### src/rtl/ysyx_23060042_ctrl.sv
// Multi-cycle control FSM: sequences fetch, decode, execute, memory and write-back,
// owns pc and the retired-instruction counter, and traps on ebreak, timeout or misaligned target.
module ysyx_23060042_ctrl #(
  parameter logic [31:0] RESET_PC = 32'h80000000,
  parameter logic [7:0]  TIMEOUT  = 8'd255
) (
  input  logic        clk,
  input  logic        rst,
  input  logic        ifu_rvalid,
  input  logic        lsu_done,
  input  logic        is_load,
  input  logic        is_store,
  input  logic        inst_wen,
  input  logic        brchen,
  input  logic [31:0] brch_target,
  input  logic        brken,
  output logic [31:0] pc,
  output logic        ifu_req,
  output logic        inst_latch,
  output logic        exu_valid,
  output logic        lsu_req,
  output logic        rf_wen,
  output logic        halted,
  output logic        err,
  output logic [2:0]  state,
  output logic [31:0] instret
);

  typedef enum logic [2:0] {
    S_FETCH  = 3'd0,
    S_DECODE = 3'd1,
    S_EXEC   = 3'd2,
    S_MEM    = 3'd3,
    S_WB     = 3'd4,
    S_HALT   = 3'd5,
    S_ERROR  = 3'd6,
    S_BAD    = 3'd7
  } state_t;

  state_t      cur;
  logic [31:0] pc_q;
  logic [31:0] instret_q;
  logic [7:0]  wait_cnt;
  logic        brch_q;
  logic [31:0] target_q;
  logic        timeout_hit;

  // Handshake: a request (ifu_req / lsu_req) stays high until its acknowledge
  // (ifu_rvalid / lsu_done) is sampled high on a rising edge in the matching
  // state; acknowledges seen in any other state have no effect.
  assign timeout_hit = ({1'b0, wait_cnt} + 9'd1) >= {1'b0, TIMEOUT};

  always_ff @(posedge clk or negedge rst) begin
    if (!rst) begin
      cur       <= S_FETCH;
      pc_q      <= RESET_PC;
      instret_q <= '0;
      wait_cnt  <= '0;
      brch_q    <= 1'b0;
      target_q  <= '0;
    end else begin
      case (cur)
        S_FETCH: begin
          if (ifu_rvalid) begin
            cur      <= S_DECODE;
            wait_cnt <= '0;
          end else if (timeout_hit) begin
            cur      <= S_ERROR;
            wait_cnt <= '0;
          end else begin
            wait_cnt <= wait_cnt + 8'd1;
          end
        end
        S_DECODE: cur <= S_EXEC;
        S_EXEC: begin
          brch_q   <= brchen;
          target_q <= brch_target;
          if (brken) begin
            cur       <= S_HALT;
            instret_q <= instret_q + 32'd1;
          end else if (brchen && (brch_target[1:0] != 2'b00)) begin
            cur <= S_ERROR;
          end else if (is_load || is_store) begin
            cur <= S_MEM;
          end else begin
            cur <= S_WB;
          end
        end
        S_MEM: begin
          if (lsu_done) begin
            cur      <= S_WB;
            wait_cnt <= '0;
          end else if (timeout_hit) begin
            cur      <= S_ERROR;
            wait_cnt <= '0;
          end else begin
            wait_cnt <= wait_cnt + 8'd1;
          end
        end
        S_WB: begin
          pc_q      <= brch_q ? target_q : pc_q + 32'd4;
          instret_q <= instret_q + 32'd1;
          cur       <= S_FETCH;
        end
        S_HALT:  cur <= S_HALT;
        S_ERROR: cur <= S_ERROR;
        default: cur <= S_ERROR;
      endcase
    end
  end

  // ifu_req is qualified by rst so it drops asynchronously in reset and
  // rises as soon as reset is released.
  assign ifu_req    = rst && (cur == S_FETCH);
  assign inst_latch = ifu_req && ifu_rvalid;
  assign exu_valid  = (cur == S_EXEC);
  assign lsu_req    = (cur == S_MEM);
  assign rf_wen     = (cur == S_WB) && inst_wen && !is_store;
  assign halted     = (cur == S_HALT);
  assign err        = (cur == S_ERROR);
  assign state      = cur;
  assign pc         = pc_q;
  assign instret    = instret_q;

endmodule

### config.mk
export PLATFORM = sky130hd
export DESIGN_NAME = ysyx_23060042_ctrl
export DESIGN_NICKNAME = d
export VERILOG_FILES = /design/src/rtl/ysyx_23060042_ctrl.sv
export SDC_FILE = /design/constraint.sdc
export NUM_CORES = 1
export LEC_CHECK = 0
export ABC_CLOCK_PERIOD_IN_PS = 4070
export BUFFER_PORTS_ARGS = -buffer_cell sky130_fd_sc_hd__buf_2
export CAP_MARGIN = 20
export CORE_ASPECT_RATIO = 0.5
export CORE_UTILIZATION = 39
export CTS_CLUSTER_DIAMETER = 60
export DETAILED_ROUTE_END_ITERATION = 10
export PLACE_DENSITY = 0.72
export REMOVE_ABC_BUFFERS = 1
export SLEW_MARGIN = 25
export SYNTH_ARGS = -nofsm -noshare
export SYNTH_HDL_FRONTEND = slang
export SYNTH_SLANG_ARGS = --single-unit
### constraint.sdc
create_clock -name clk -period 4.07 [get_ports clk]
set_clock_uncertainty 0.15 [all_clocks]
set_input_delay 0.2035 -clock clk [delete_from_list [all_inputs] [get_ports clk]]
set_output_delay 0.2035 -clock clk [all_outputs]
set_load 0.02 [all_outputs]
[After elaboration in Yosys (flattened, before gate mapping)]
Cells that the tools add are included.
Storage, ports and cells
  output and inout bits: 74
  bits in registers: 108
  input port bits: 41
Operators by class
  $lt $le $gt $ge: 1
  reductions and logical operators: 12
  eq/ne operators: 7
  mux-type cells: 14
  add/subtract/negate cells: 4
Operators by type and width (number)
  $mux W32: 2
  $pmux W32 S2: 1
  $add A32 B1 Y32 const B: 1
  $add A32 B3 Y32 const B: 1
  $mux W8: 3
  $mux W3: 6
  $pmux W3 S6: 1
  $pmux W8 S2: 1
  $add A8 B1 Y9 const B: 1
  $eq A3 B3 Y1 const B: 3
  $ge A9 B8 Y1 const B: 1
  $add A8 B1 Y8 const B: 1
  $eq A3 B2 Y1 const B: 2
  $reduce_bool A2 Y1: 3
  $logic_and A1 B1 Y1: 5
  $eq A3 B1 Y1 const B: 1
  $logic_not A3 Y1: 1
  $ne A2 B2 Y1 const B: 1
  $reduce_and A2 Y1: 1
  $logic_not A1 Y1: 1
  $logic_or A1 B1 Y1: 1

[Logic depth before layout (Yosys ltp)]
Gate-level depths: netlist of run 1.
  depth after elaboration: 5
  gate-level depth with buffers: 7
  gate-level depth less buffers: 7

[Worst setup path before layout of run 1]
No wires, ideal clock.
  kind: reg2reg
  from: reg pc_q[2], in the netlist pc[2]
  to: reg pc_q[26], in the netlist pc[26]
  stages on the path, launching flop included: 7
  slack: 1.896 ns
  setup time: 0.065 ns
  arrival time: 1.959 ns
  cells stage by stage: dfrtp_1 > ha_1 > and4_1 > nand3_2 > or4_1 > a21oi_1 > o22a_1
On the way
  longest elaborated chain between the ends: 2
RTL lines
  from (decl): line 41  | logic [31:0] pc_q;
  from (signal assigned): line 101  | pc_q <= brch_q ? target_q : pc_q + 32'd4;
  $add A32 B3 Y32: line 101
  $mux W32: line 101
No other way between the ends.
A chain may end at the register's enable or synchronous reset.

[Worst setup path in the final report of run 1]
  from: reg cur[1], in the netlist state[1]
  to: out exu_valid
On the way
  longest elaborated chain between the ends: 1
RTL lines
  from (decl): line 40  | state_t cur;
  from (signal assigned): line 55  | cur <= S_FETCH;
  from (signal assigned): line 65  | cur <= S_DECODE;
  from (signal assigned): line 68  | cur <= S_ERROR;
  $eq A3 B2 Y1: line 116  | assign exu_valid = (cur == S_EXEC);
  to (decl): line 20  | output logic exu_valid,
No other way between the ends.

==> results of run 1 <==
==> final cells by class <==
class                           instances  area [um^2]  share of cell area
Clock buffer                           13          260              0.0375
Clock inverter                          2         10.0             0.00144
Inverter                               13         48.8             0.00704
Multi-Input combinational cell        399         2700               0.389
Sequential cell                       108         2700               0.390
Tap cell                              192          240              0.0346
Timing Repair Buffer                  153          971               0.140
==> flip-flops by register name, summed over array words and instances, names as in the netlist <==
register,flops
instret,32
pc,32
target_q,32
wait_cnt,8
state,3
brch_q,1
==> how the worst max path moves through the flow <==
stage | end | cells after the start
6_report | exu_valid | 4
5_1_grt | exu_valid | 4
4_1_cts | exu_valid | 3
3_5_place_dp | instret[2] | 5
3_3_place_gp | instret[2] | 5
2_1_floorplan | instret[2] | 5
==> per-layer routing <==
| layer | wire length (um) | vias to the layer above |
|---|---|---|
| li1 | - | 2289 |
| met1 | 6370 | 2311 |
| met2 | 6370 | 94 |
| met3 | 606 | 19 |
| met4 | 200 | 0 |
| met5 | 0 | - |
==> cell usage after synthesis (6+ instances only) <==
cell / instances / area share
sky130_fd_sc_hd__inv_1: 13 / 0.0088
sky130_fd_sc_hd__xor2_1: 14 / 0.022
sky130_fd_sc_hd__a21oi_1: 36 / 0.032
sky130_fd_sc_hd__and2_1: 6 / 0.0068
sky130_fd_sc_hd__o21ai_0: 33 / 0.030
sky130_fd_sc_hd__a31oi_1: 8 / 0.0090
sky130_fd_sc_hd__and3_1: 15 / 0.017
sky130_fd_sc_hd__mux2_2: 36 / 0.073
sky130_fd_sc_hd__nand4_1: 14 / 0.016
sky130_fd_sc_hd__nand2_1: 38 / 0.026
sky130_fd_sc_hd__xnor2_1: 19 / 0.030
sky130_fd_sc_hd__nor3_1: 11 / 0.0099
sky130_fd_sc_hd__o22a_1: 7 / 0.011
sky130_fd_sc_hd__nand3_1: 31 / 0.028
sky130_fd_sc_hd__dfrtp_1: 107 / 0.48
sky130_fd_sc_hd__nor2_1: 38 / 0.026
sky130_fd_sc_hd__clkbuf_1: 19 / 0.013
sky130_fd_sc_hd__and4_1: 8 / 0.013
sky130_fd_sc_hd__a2bb2oi_1: 6 / 0.0095
==> critical path: cells and delay by family, from the launching register on <==
| family | cells | cell delay [ns] |
|---|---|---|
| and+or+nand+nor | 2 | 0.92 |
| DFF | 1 | 0.56 |
| buffers and inverters | 2 | 0.41 |
==> kinds of logic (layout without fill, tap and decap cells) <==
family / count (synthesis) / in the layout / share of synthesized area
XOR/XNOR: 33 / 33 / 0.0520
flip-flops: 108 / 108 / 0.487
AO/OA/AOI/OAI: 127 / 127 / 0.151
multiplexers: 37 / 37 / 0.0748
buffers and inverters: 41 / 181 / 0.0288
adder cells (fa/ha/maj): 4 / 4 / 0.00901
AND/OR/NAND/NOR: 198 / 198 / 0.197
==> per-stage QoR <==
stage	area (um^2)	hold slack [ns]	cells	setup slack (ns)
final	6930	0.130	880	1.47
after global routing	6930	0.143	880	1.25
after CTS	6910	0.118	879	1.22
after detailed placement	6300	0.244	830	1.39
after global placement	6290	0.242	830	1.45
after floorplan	5440	-0.242	520	0.346
==> report_power, final <==
group	switching (mW)	internal, mW	leakage (nW)
combinational	1.04	0.806	1.67
sequential	0.418	1.45	1.35
clock	0.376	0.444	0.135
==> impl_results.md, run 1 <==
- Final hold violation count: 0
- Reg-to-Reg End: pc[30]
- Wire length of the first global-routing pass: 22.5 mm
- Die Ht: 86.4 um
- Number of H-tree levels: 3
- CTS sink cnt: 108
- Post-Syn Area per Cell: 10.1 um^2
- Register bit count reported by yosys: ~110
- Setup bufs post-CTS: 0
- I/O pins: 115
- CP endpoint kind: output pin
- Proportion of layout cells with a drive suffix above 1: 0.269
- Clk root buf: sky130_fd_sc_hd__clkbuf_16
- Post-DP HPWL: 9.19 mm
- Crit Path Class: reg -> out
- Most used flip-flop cell after synthesis: sky130_fd_sc_hd__dfrtp_1
- Worst hold endpoint: instret[0]
- Antenna violations before repair: 0
- Routed via count: 4,713
- RSZ-0062 raised after global routing: false
- Result of the run: finished, final reports clean
- Share of synthesized registers carrying an async set or reset: 1.00
- First-pass detailed-route iteration total: 6
- Final antenna diode count: 0
- Period utilisation layout: 0.640
- Clock latency of the later-clocked register in the worst-skew pair: 0.34 ns
- Data arrival, critical path: 2.25 ns
- # port buffers: around 110
- Most frequent standard cell in the layout excluding fill and tap cells: sky130_fd_sc_hd__buf_2
- Yosys warns: 0
- Worst EP required: approximately 3.7 ns
- Final Max Tran Viols: 0
- Post-cts gate resize count: 0
- Net count, final: 729
- Number of global-route vias before repair: 4,557
- Setup violations, final: 0
- Total overflow reported by the global router: 0
- CTS tree: done
- Sum of negative setup slack: 0 ns
- Peak supply drop: 0.279 mV
- Type of origin of the critical path: register
- Worst hold path class: in -> reg
- Min-delay src: brken
- Maximum fanout encountered on the critical timing path: 19
- Met2 demand-to-capacity share in global routing: 0.307
- Routed len/inst: between 15 and 20 um
- Static leakage: 3.16 nW
- Count of cells along the worst register-to-register path: 6
- Die X-Extent: 171 um
- Synth-to-Final Area Change: 24.8%
- Startpoint of the most critical setup path: state[1]
- Residual antenna-violating net count after detailed routing: 0
- Most used cells in the layout excluding fill and tap cells: sky130_fd_sc_hd__buf_2 (113), sky130_fd_sc_hd__dfrtp_1 (107), sky130_fd_sc_hd__nand2_1 (38), sky130_fd_sc_hd__nor2_1 (38)
- Number of buffers inserted during clock tree synthesis: 9
- Clk buf depth: 2
- Power per cell area: between 600 and 700 nW/um^2
- Count of distinct cell types in the synthesized netlist: a little under 60
- Total power consumption of the routed design: 4.54 mW
- Overall track demand over capacity in global routing: 0.191
- Routed wire length: 13.6 mm
- Number of fillers in the final layout: 1,308
- Synth Cell Area: 5550 um^2
- EDFF count, synth: 0
- Count of unresolved DRC violations after routing: 0
- Hold Path Cell Cnt: 3
- Die outline area: between 10,000 and 15,000 um^2
- Slew Limit Headroom: 0.395
- Vias per cell: 5.36
- Initial cell density of the core: 0.404
- Sequential fraction of the synthesis area: 0.487
- Number of core rows: 30
- Final Core Density: 0.505
- Clk pin slew, worst setup/hold paths: ~0.07 ns
- Worst R2R Start: pc[3]
- Cell type of the slowest stage on the worst timing path: sky130_fd_sc_hd__nor2b_4
- Slew at the pin with the worst max-slew slack: 0.908 ns
- First-iteration detailed-routing DRC count: between 200 and 300
- Maximum number of pins on one net before global-route repair: 73
- Max Cap Violations: 0
- Number of instances in the synthesized netlist: 548
- # hold bufs at CTS: 34
- GR Layer Usage met1: 0.257
- Delay of the slowest cell on the worst path: ~0.57 ns
- Total core area: 13,700 um^2
- Flop-to-flop setup slack: between 1.5 and 2 ns
- Routing layer with the top usage in global route: met2
- F_max: between 0.3 and 0.4 GHz
- Met3 layer usage reported by global route: 0.0457
- List of cells traversed by the critical path: nor2b_1, nor2b_4, buf_16, buf_2
- Placer's final routability congestion estimate: 0.820
- Fin crit period: roughly 2.6 ns
No activity file was read; power rests on OpenSTA's default activity.
==> run 2: changes to the inputs <==
ABC_CLOCK_PERIOD_IN_PS = 2600   (was 4070)
clock period = 2.6 ns   (was 4.07 ns; I/O delays follow)
==> run 2 against run 1 <==
Sequential cell count stayed put; worst setup slack worse by 1.2 ns; die area stayed put; critical path depth is 3 higher; cell count is 0.80% higher; clock power is 80% higher; final area is 1.7% higher; hold slack worse by 0.081 ns.
==> impl_results.md, run 2 (synthesis gave the netlist of run 1 again) <==
- Peak supply drop: 0.450 mV (+61%)
- Placed cell area: 6380 um^2 (+1.4%)
- First-iteration detailed-routing DRC count: 288 (+2.9%)
- Hold Path Cell Cnt: 4 (+1)
- Period utilisation layout: 0.894
- Worst hold path class: in -> reg
- Synth-to-Final Area Change: 26.9%
- Delay of the slowest cell on the worst path: 0.41 ns (-0.16 ns)
- Total overflow reported by the global router: 0 (unchanged)
- # port buffers: 114 (unchanged)
- Maximum number of pins on one net before global-route repair: 89 (+22%)
- CP endpoint kind: register
- Total power consumption of the routed design: 7.34 mW (+62%)
- List of cells traversed by the critical path: inv_1, ha_1, o21ba_2, nor3_1, a21o_1, a21oi_1, a221o_1
- Flop-to-flop setup slack: 0.28 ns (-1.29 ns)
- Sum of negative setup slack: 0 ns (unchanged)
- Residual antenna-violating net count after detailed routing: 0 (unchanged)
- Clk buf depth: 2 (unchanged)
- Routed len/inst: 15.3 um (-0.32%)
- Number of global-route vias before repair: 4,618 (+1.3%)
- Number of buffers inserted during clock tree synthesis: 9 (unchanged)
- Final Core Density: 0.513 (+0.00838)
- F_max: around 0.43 GHz
- Die Ht: 86.4 um (unchanged)
- Post-DP HPWL: 9.41 mm (+2.4%)
- Wire length of the first global-routing pass: 22.6 mm (+0.15%)
- Antenna violations before repair: 0 (unchanged)
- Final critical-path setup slack: 0.276 ns (-1.19 ns)
- Static leakage: 3.22 nW (+1.9%)
- Power per cell area: 1040 nW/um^2 (+59%)
- Post-cts gate resize count: 0 (unchanged)
- Die outline area: 14,800 um^2 (unchanged)
- Fin crit period: 2.32 ns
- Min-delay src: ifu_rvalid
- Overall track demand over capacity in global routing: 0.192 (+0.000514)
- Reg-to-Reg End: wait_cnt[5]
- Final antenna diode count: 0 (unchanged)
- Result of the run: finished, final reports clean
- Initial cell density of the core: 0.404 (unchanged)
- Crit Path Class: reg -> reg
- Largest delay share family, worst path: compound AO/OA/AOI/OAI gates
- Net count, final: 735 (+0.82%)
- Slew at the pin with the worst max-slew slack: 0.512 ns (-0.395 ns)
- CTS tree: done
- Clock latency of the later-clocked register in the worst-skew pair: 0.34 ns (about the same)
- Clk pin slew, worst setup/hold paths: 0.07 ns (about the same)
- Count of cells along the worst register-to-register path: 7 (+1)
- Data arrival, critical path: 2.40 ns (+0.15 ns)
- Worst R2R Start: wait_cnt[0]
- Max Cap Violations: 0 (unchanged)
- Worst EP required: 2.68 ns (-1.04 ns)
- Most used cells in the layout excluding fill and tap cells: sky130_fd_sc_hd__buf_2 (113), sky130_fd_sc_hd__dfrtp_1 (107), sky130_fd_sc_hd__nand2_1 (38), sky130_fd_sc_hd__nor2_1 (38)
- Maximum fanout encountered on the critical timing path: 5 (-14)
- CTS sink cnt: 108 (unchanged)
- First-pass detailed-route iteration total: 5 (-1)
- Type of origin of the critical path: register
- Die X-Extent: 171 um (unchanged)
- Final hold violation count: 0 (unchanged)
- Count of unresolved DRC violations after routing: 0 (unchanged)
- Final Max Tran Viols: 0 (unchanged)
- Number of core rows: 30 (unchanged)
- Buffers & Inverters on Critical Path: 1 (-1)
- Vias per cell: 5.32 (-0.64%)
- Placer's final routability congestion estimate: 0.829 (+1.1%)
- Routed via count: 4,720 (+0.15%)
- Proportion of layout cells with a drive suffix above 1: 0.278 (+0.00880)
- I/O pins: 115 (unchanged)
- Setup violations, final: 0 (unchanged)
- Clk root buf: sky130_fd_sc_hd__clkbuf_16
- Startpoint of the most critical setup path: wait_cnt[0]
- Cell type of the slowest stage on the worst timing path: sky130_fd_sc_hd__dfrtp_1
- Post-Layout Inst Area: 7050 um^2 (+1.7%)
- Routed wire length: 13.6 mm (+0.47%)
- Worst-case setup slack after placement: 0.325 ns (-1.06 ns)
- Setup bufs post-CTS: 0 (unchanged)
- Total core area: 13,700 um^2 (unchanged)
- Worst hold endpoint: state[2]
- RSZ-0062 raised after global routing: false
- Most frequent standard cell in the layout excluding fill and tap cells: sky130_fd_sc_hd__buf_2
- Number of H-tree levels: 3 (unchanged)
- Slew Limit Headroom: 0.658 (+0.264)
==> run 2: cell type report <==
class / instances / area [um^2]
fill: 1254 / 6690
sequential: 108 / 2700
multi-input combinational: 399 / 2700
timing repair buffer: 159 / 1030
tap: 192 / 240
clock buffer: 9 / 225
clock inverter: 7 / 100
inverter: 13 / 48.8
==> run 2: worst max path at each step <==
stage	to	cells past startpoint
floorplan	instret[2]	5
detailed placement	wait_cnt[5]	7
finish	wait_cnt[5]	7
global placement	instret[26]	5
global route	pc[24]	6
CTS	wait_cnt[5]	7
==> run 2: metal layers <==
layer,vias to the layer above,routed length [um],track usage
li1,2300,-,-
met5,-,0,0
met1,2308,6260,0.249
met2,99,6540,0.328
met3,13,638,0.0406
met4,0,172,0.0491
==> run 2: stage by stage <==
stage               hold WS [ns]  std cells
floorplan                 -0.316        520
global placement          -0.109        837
detailed placement        -0.109        837
CTS                       0.0350        887
global route              0.0715        887
finish                    0.0488        887
==> run 2: power breakdown <==
part | switching, mW | internal, mW | leakage [nW]
Combinational | 1.64 | 1.29 | 1.71
Clock | 0.625 | 0.852 | 0.160
Sequential | 0.668 | 2.27 | 1.35
Total | 2.93 | 4.41 | 3.22
==> run 2: repair_timing <==
item,in CTS,in global routing
setup endpoints to repair,0,0
hold endpoints to repair,140,0
hold buffers,34,0
==> run 2: tightest hold or removal path: stages <==
cell and delay (ns):
sky130_fd_sc_hd__buf_2 0.10, sky130_fd_sc_hd__nor4_1 0.06, sky130_fd_sc_hd__a21oi_1 0.11, sky130_fd_sc_hd__o22ai_1 0.09
==> run 3: changes to the inputs <==
ABC_CLOCK_PERIOD_IN_PS = 2000   (was 2600)
CTS_BUF_LIST = sky130_fd_sc_hd__clkbuf_8 sky130_fd_sc_hd__clkbuf_16   (was default)
PLACE_DENSITY = 0.61   (was 0.72)
clock period = 2 ns   (was 2.6 ns; I/O delays follow)
==> run 3 against run 2 <==
Die area unchanged; global-route usage up 0.098 points; core utilization up 5.3 points; non-clock buffer count grew 66; routed wire length up 4.0%; clock-buffer cell count rose by 1; via count increased by 3.6%; sequential cell count is the same; register-to-register slack got worse by 0.25 ns; final area grew 10%; sequential power up 23%; clock power up 23%.
==> impl_results.md, run 3 (synthesis gave the netlist of run 1 again) <==
- # port buffers: 114 (unchanged)
- I/O pins: 115 (unchanged)
- Fin crit period: 1.97 ns (-0.353 ns)
- CTS tree: done
- Residual antenna-violating net count after detailed routing: 0 (unchanged)
- Switching share of total power: 0.394 (-0.00487)
- Internal Pwr Total: 6.20 mW (+41%)
- F_max: 0.507 GHz (+18%)
- Clk buf depth: 2 (unchanged)
- Reg power frac: 0.353 (-0.047)
- Part of the power in combinational logic: 0.470 (+0.072)
- Largest delay share family, worst path: simple AND/OR/NAND/NOR gates
- Power per cell area: 1320 nW/um^2 (+26%)
- Worst hold slack after final layout: 0.0255 ns (-0.0233 ns)
- Clock latency of the later-clocked register in the worst-skew pair: 0.35 ns (about the same)
- First-iteration detailed-routing DRC count: 237 (-18%)
- Data arrival, critical path: 2.11 ns (-0.29 ns)
- Number of core rows: 30 (unchanged)
- Cell type of the slowest stage on the worst timing path: sky130_fd_sc_hd__or4_4
- Antenna violations before repair: 0 (unchanged)
- Proportion of layout cells with a drive suffix above 1: 0.382 (+0.105)
- CTS sink cnt: 108 (unchanged)
- Worst hold path class: in -> async
- Routed via count: 4,892 (+3.6%)
- Most used cells in the layout excluding fill and tap cells: sky130_fd_sc_hd__buf_2 (113), sky130_fd_sc_hd__dfrtp_1 (106), sky130_fd_sc_hd__buf_4 (70)
- First-pass detailed-route iteration total: 4 (-1)
- List of cells traversed by the critical path: ha_4, and4_4, nand3_4, or4_4, a21oi_2, o22a_1
- Initial cell density of the core: 0.404 (unchanged)
- Slew at the pin with the worst max-slew slack: 0.477 ns (-0.0354 ns)
- Clk root buf: sky130_fd_sc_hd__clkbuf_16
- Vias per cell: 5.13 (-3.5%)
- Final hold violation count: 0 (unchanged)
- Final Max Tran Viols: 0 (unchanged)
- Worst EP required: 2.13 ns (-0.55 ns)
- Net Sw Power: 4.03 mW (+38%)
- Type of origin of the critical path: register
- Synth-to-Final Area Change: 40.0%
- Total overflow reported by the global router: 0 (unchanged)
- Routed len/inst: 14.9 um (-3.2%)
- RSZ-0062 raised after global routing: true
- Count of unresolved DRC violations after routing: 0 (unchanged)
- Number of buffers inserted during clock tree synthesis: 9 (unchanged)
- Slew Limit Headroom: 0.680 (+0.0212)
- Most frequent standard cell in the layout excluding fill and tap cells: sky130_fd_sc_hd__buf_2
- Period utilisation layout: 0.986 (+0.0919)
- Result of the run: finished, final reports clean
- Total core area: 13,700 um^2 (unchanged)
- Crit Path Class: reg -> reg
- Number of H-tree levels: 3 (unchanged)
- Final antenna diode count: 0 (unchanged)
- Delay of the slowest cell on the worst path: 0.55 ns (+0.14 ns)
- Clk pin slew, worst setup/hold paths: 0.07 ns (about the same)
- Wire length of the first global-routing pass: 22.8 mm (+1.0%)
- Peak supply drop: 0.479 mV (+6.6%)
- Setup violations, final: 0 (unchanged)
- Number of global-route vias before repair: 4,755 (+3.0%)
- Static leakage: 3.58 nW (+11%)
- Sum of negative setup slack: 0 ns (unchanged)
- Die Ht: 86.4 um (unchanged)
- Maximum number of pins on one net before global-route repair: 65 (-27%)
- Critical path depth: 6 (-1)
- Post-DP HPWL: 9.86 mm (+4.7%)
- Placer's final routability congestion estimate: 0.809 (-2.4%)
- Die outline area: 14,800 um^2 (unchanged)
- Max Cap Violations: 0 (unchanged)
- Overall track demand over capacity in global routing: 0.193 (+0.000978)
- Buffers & Inverters on Critical Path: 0 (-1)
- Maximum fanout encountered on the critical timing path: 6 (+1)
- Part of the total power dissipated in the clock network: 0.177 (-0.024)
- Die X-Extent: 171 um (unchanged)
- CP endpoint kind: register
- Routed wire length: 14.2 mm (+4.0%)
- Count of cells along the worst register-to-register path: 6 (-1)
- Net count, final: 801 (+9.0%)
[run 3: changes by cell type in the layout (fill, tap and decap cells not counted), sizes merged]
cell and delta:
buf +66, bufinv -1, clkbuf +1, clkinv -2, inv +2
[run 3: worst register-to-register path, cell delays in order, from the launching register on]
cell and delay [ns]:
sky130_fd_sc_hd__dfrtp_1 0.40, sky130_fd_sc_hd__ha_4 0.17, sky130_fd_sc_hd__and4_4 0.25, sky130_fd_sc_hd__nand3_4 0.12, sky130_fd_sc_hd__or4_4 0.55, sky130_fd_sc_hd__a21oi_2 0.14, sky130_fd_sc_hd__o22a_1 0.13
[run 3: path summary, 6_finish.rpt]
path,from,endpoint,slack (ns)
min,rst,target_q[5],0.03
max,pc[2],pc[28],0.03
max in group asynchronous,rst,pc[31],1.01
min reg2reg,instret[31],instret[31],0.32
max reg2reg,pc[2],pc[28],0.03
min in group clk,brken,instret[0],0.03
[run 3: area by class of cell]
type                            instances  area [um^2]
Clock buffer                           10          239
Clock inverter                          6         61.3
Fill cell                            1224         5960
Inverter                               13         48.8
Multi-Input combinational cell        399         2930
Sequential cell                       108         2710
Tap cell                              192          240
Timing Repair Buffer                  225         1550
[run 3: through the flow]
step	area [um^2]	power, mW	worst slack [ns]	std cells	utilization
2_1_floorplan	5440	6.24	-1.72	520	-
3_3_place_gp	6810	7.98	-0.144	894	0.496
3_5_place_dp	6810	8.09	-0.182	894	0.496
4_1_cts	7550	10.1	-0.00997	946	0.550
5_1_grt	7780	10.9	-0.0328	953	0.566
6_report	7780	10.2	0.0285	953	0.566
[run 3: timing repair]
item / CTS / global route
hold buffers: 34 / 0
hold endpoints to repair: 140 / 0
gates resized for setup: 19 / 36
endpoints found under the setup margin: 10 / 25
pin swaps: 5 / 13
buffers inserted: 2 / 7
cloned: 0 / 0
[run 3: power by group through the flow]
stage | clock network (mW) | logic, mW | registers, mW
6_report | 1.82 | 4.81 | 3.61
5_1_grt | 1.95 | 5.26 | 3.72
4_1_cts | 1.87 | 4.66 | 3.58
3_5_place_dp | 0 | 4.48 | 3.61
3_3_place_gp | 0 | 4.38 | 3.59
2_1_floorplan | 0 | 2.09 | 4.16
[run 3: layer usage]
metal | track usage | up-vias | wire length, um
li1 | - | 2433 | -
met1 | 0.256 | 2377 | 6770
met2 | 0.334 | 75 | 6950
met3 | 0.0311 | 7 | 362
met4 | 0.0401 | 0 | 71
met5 | 0 | - | 0
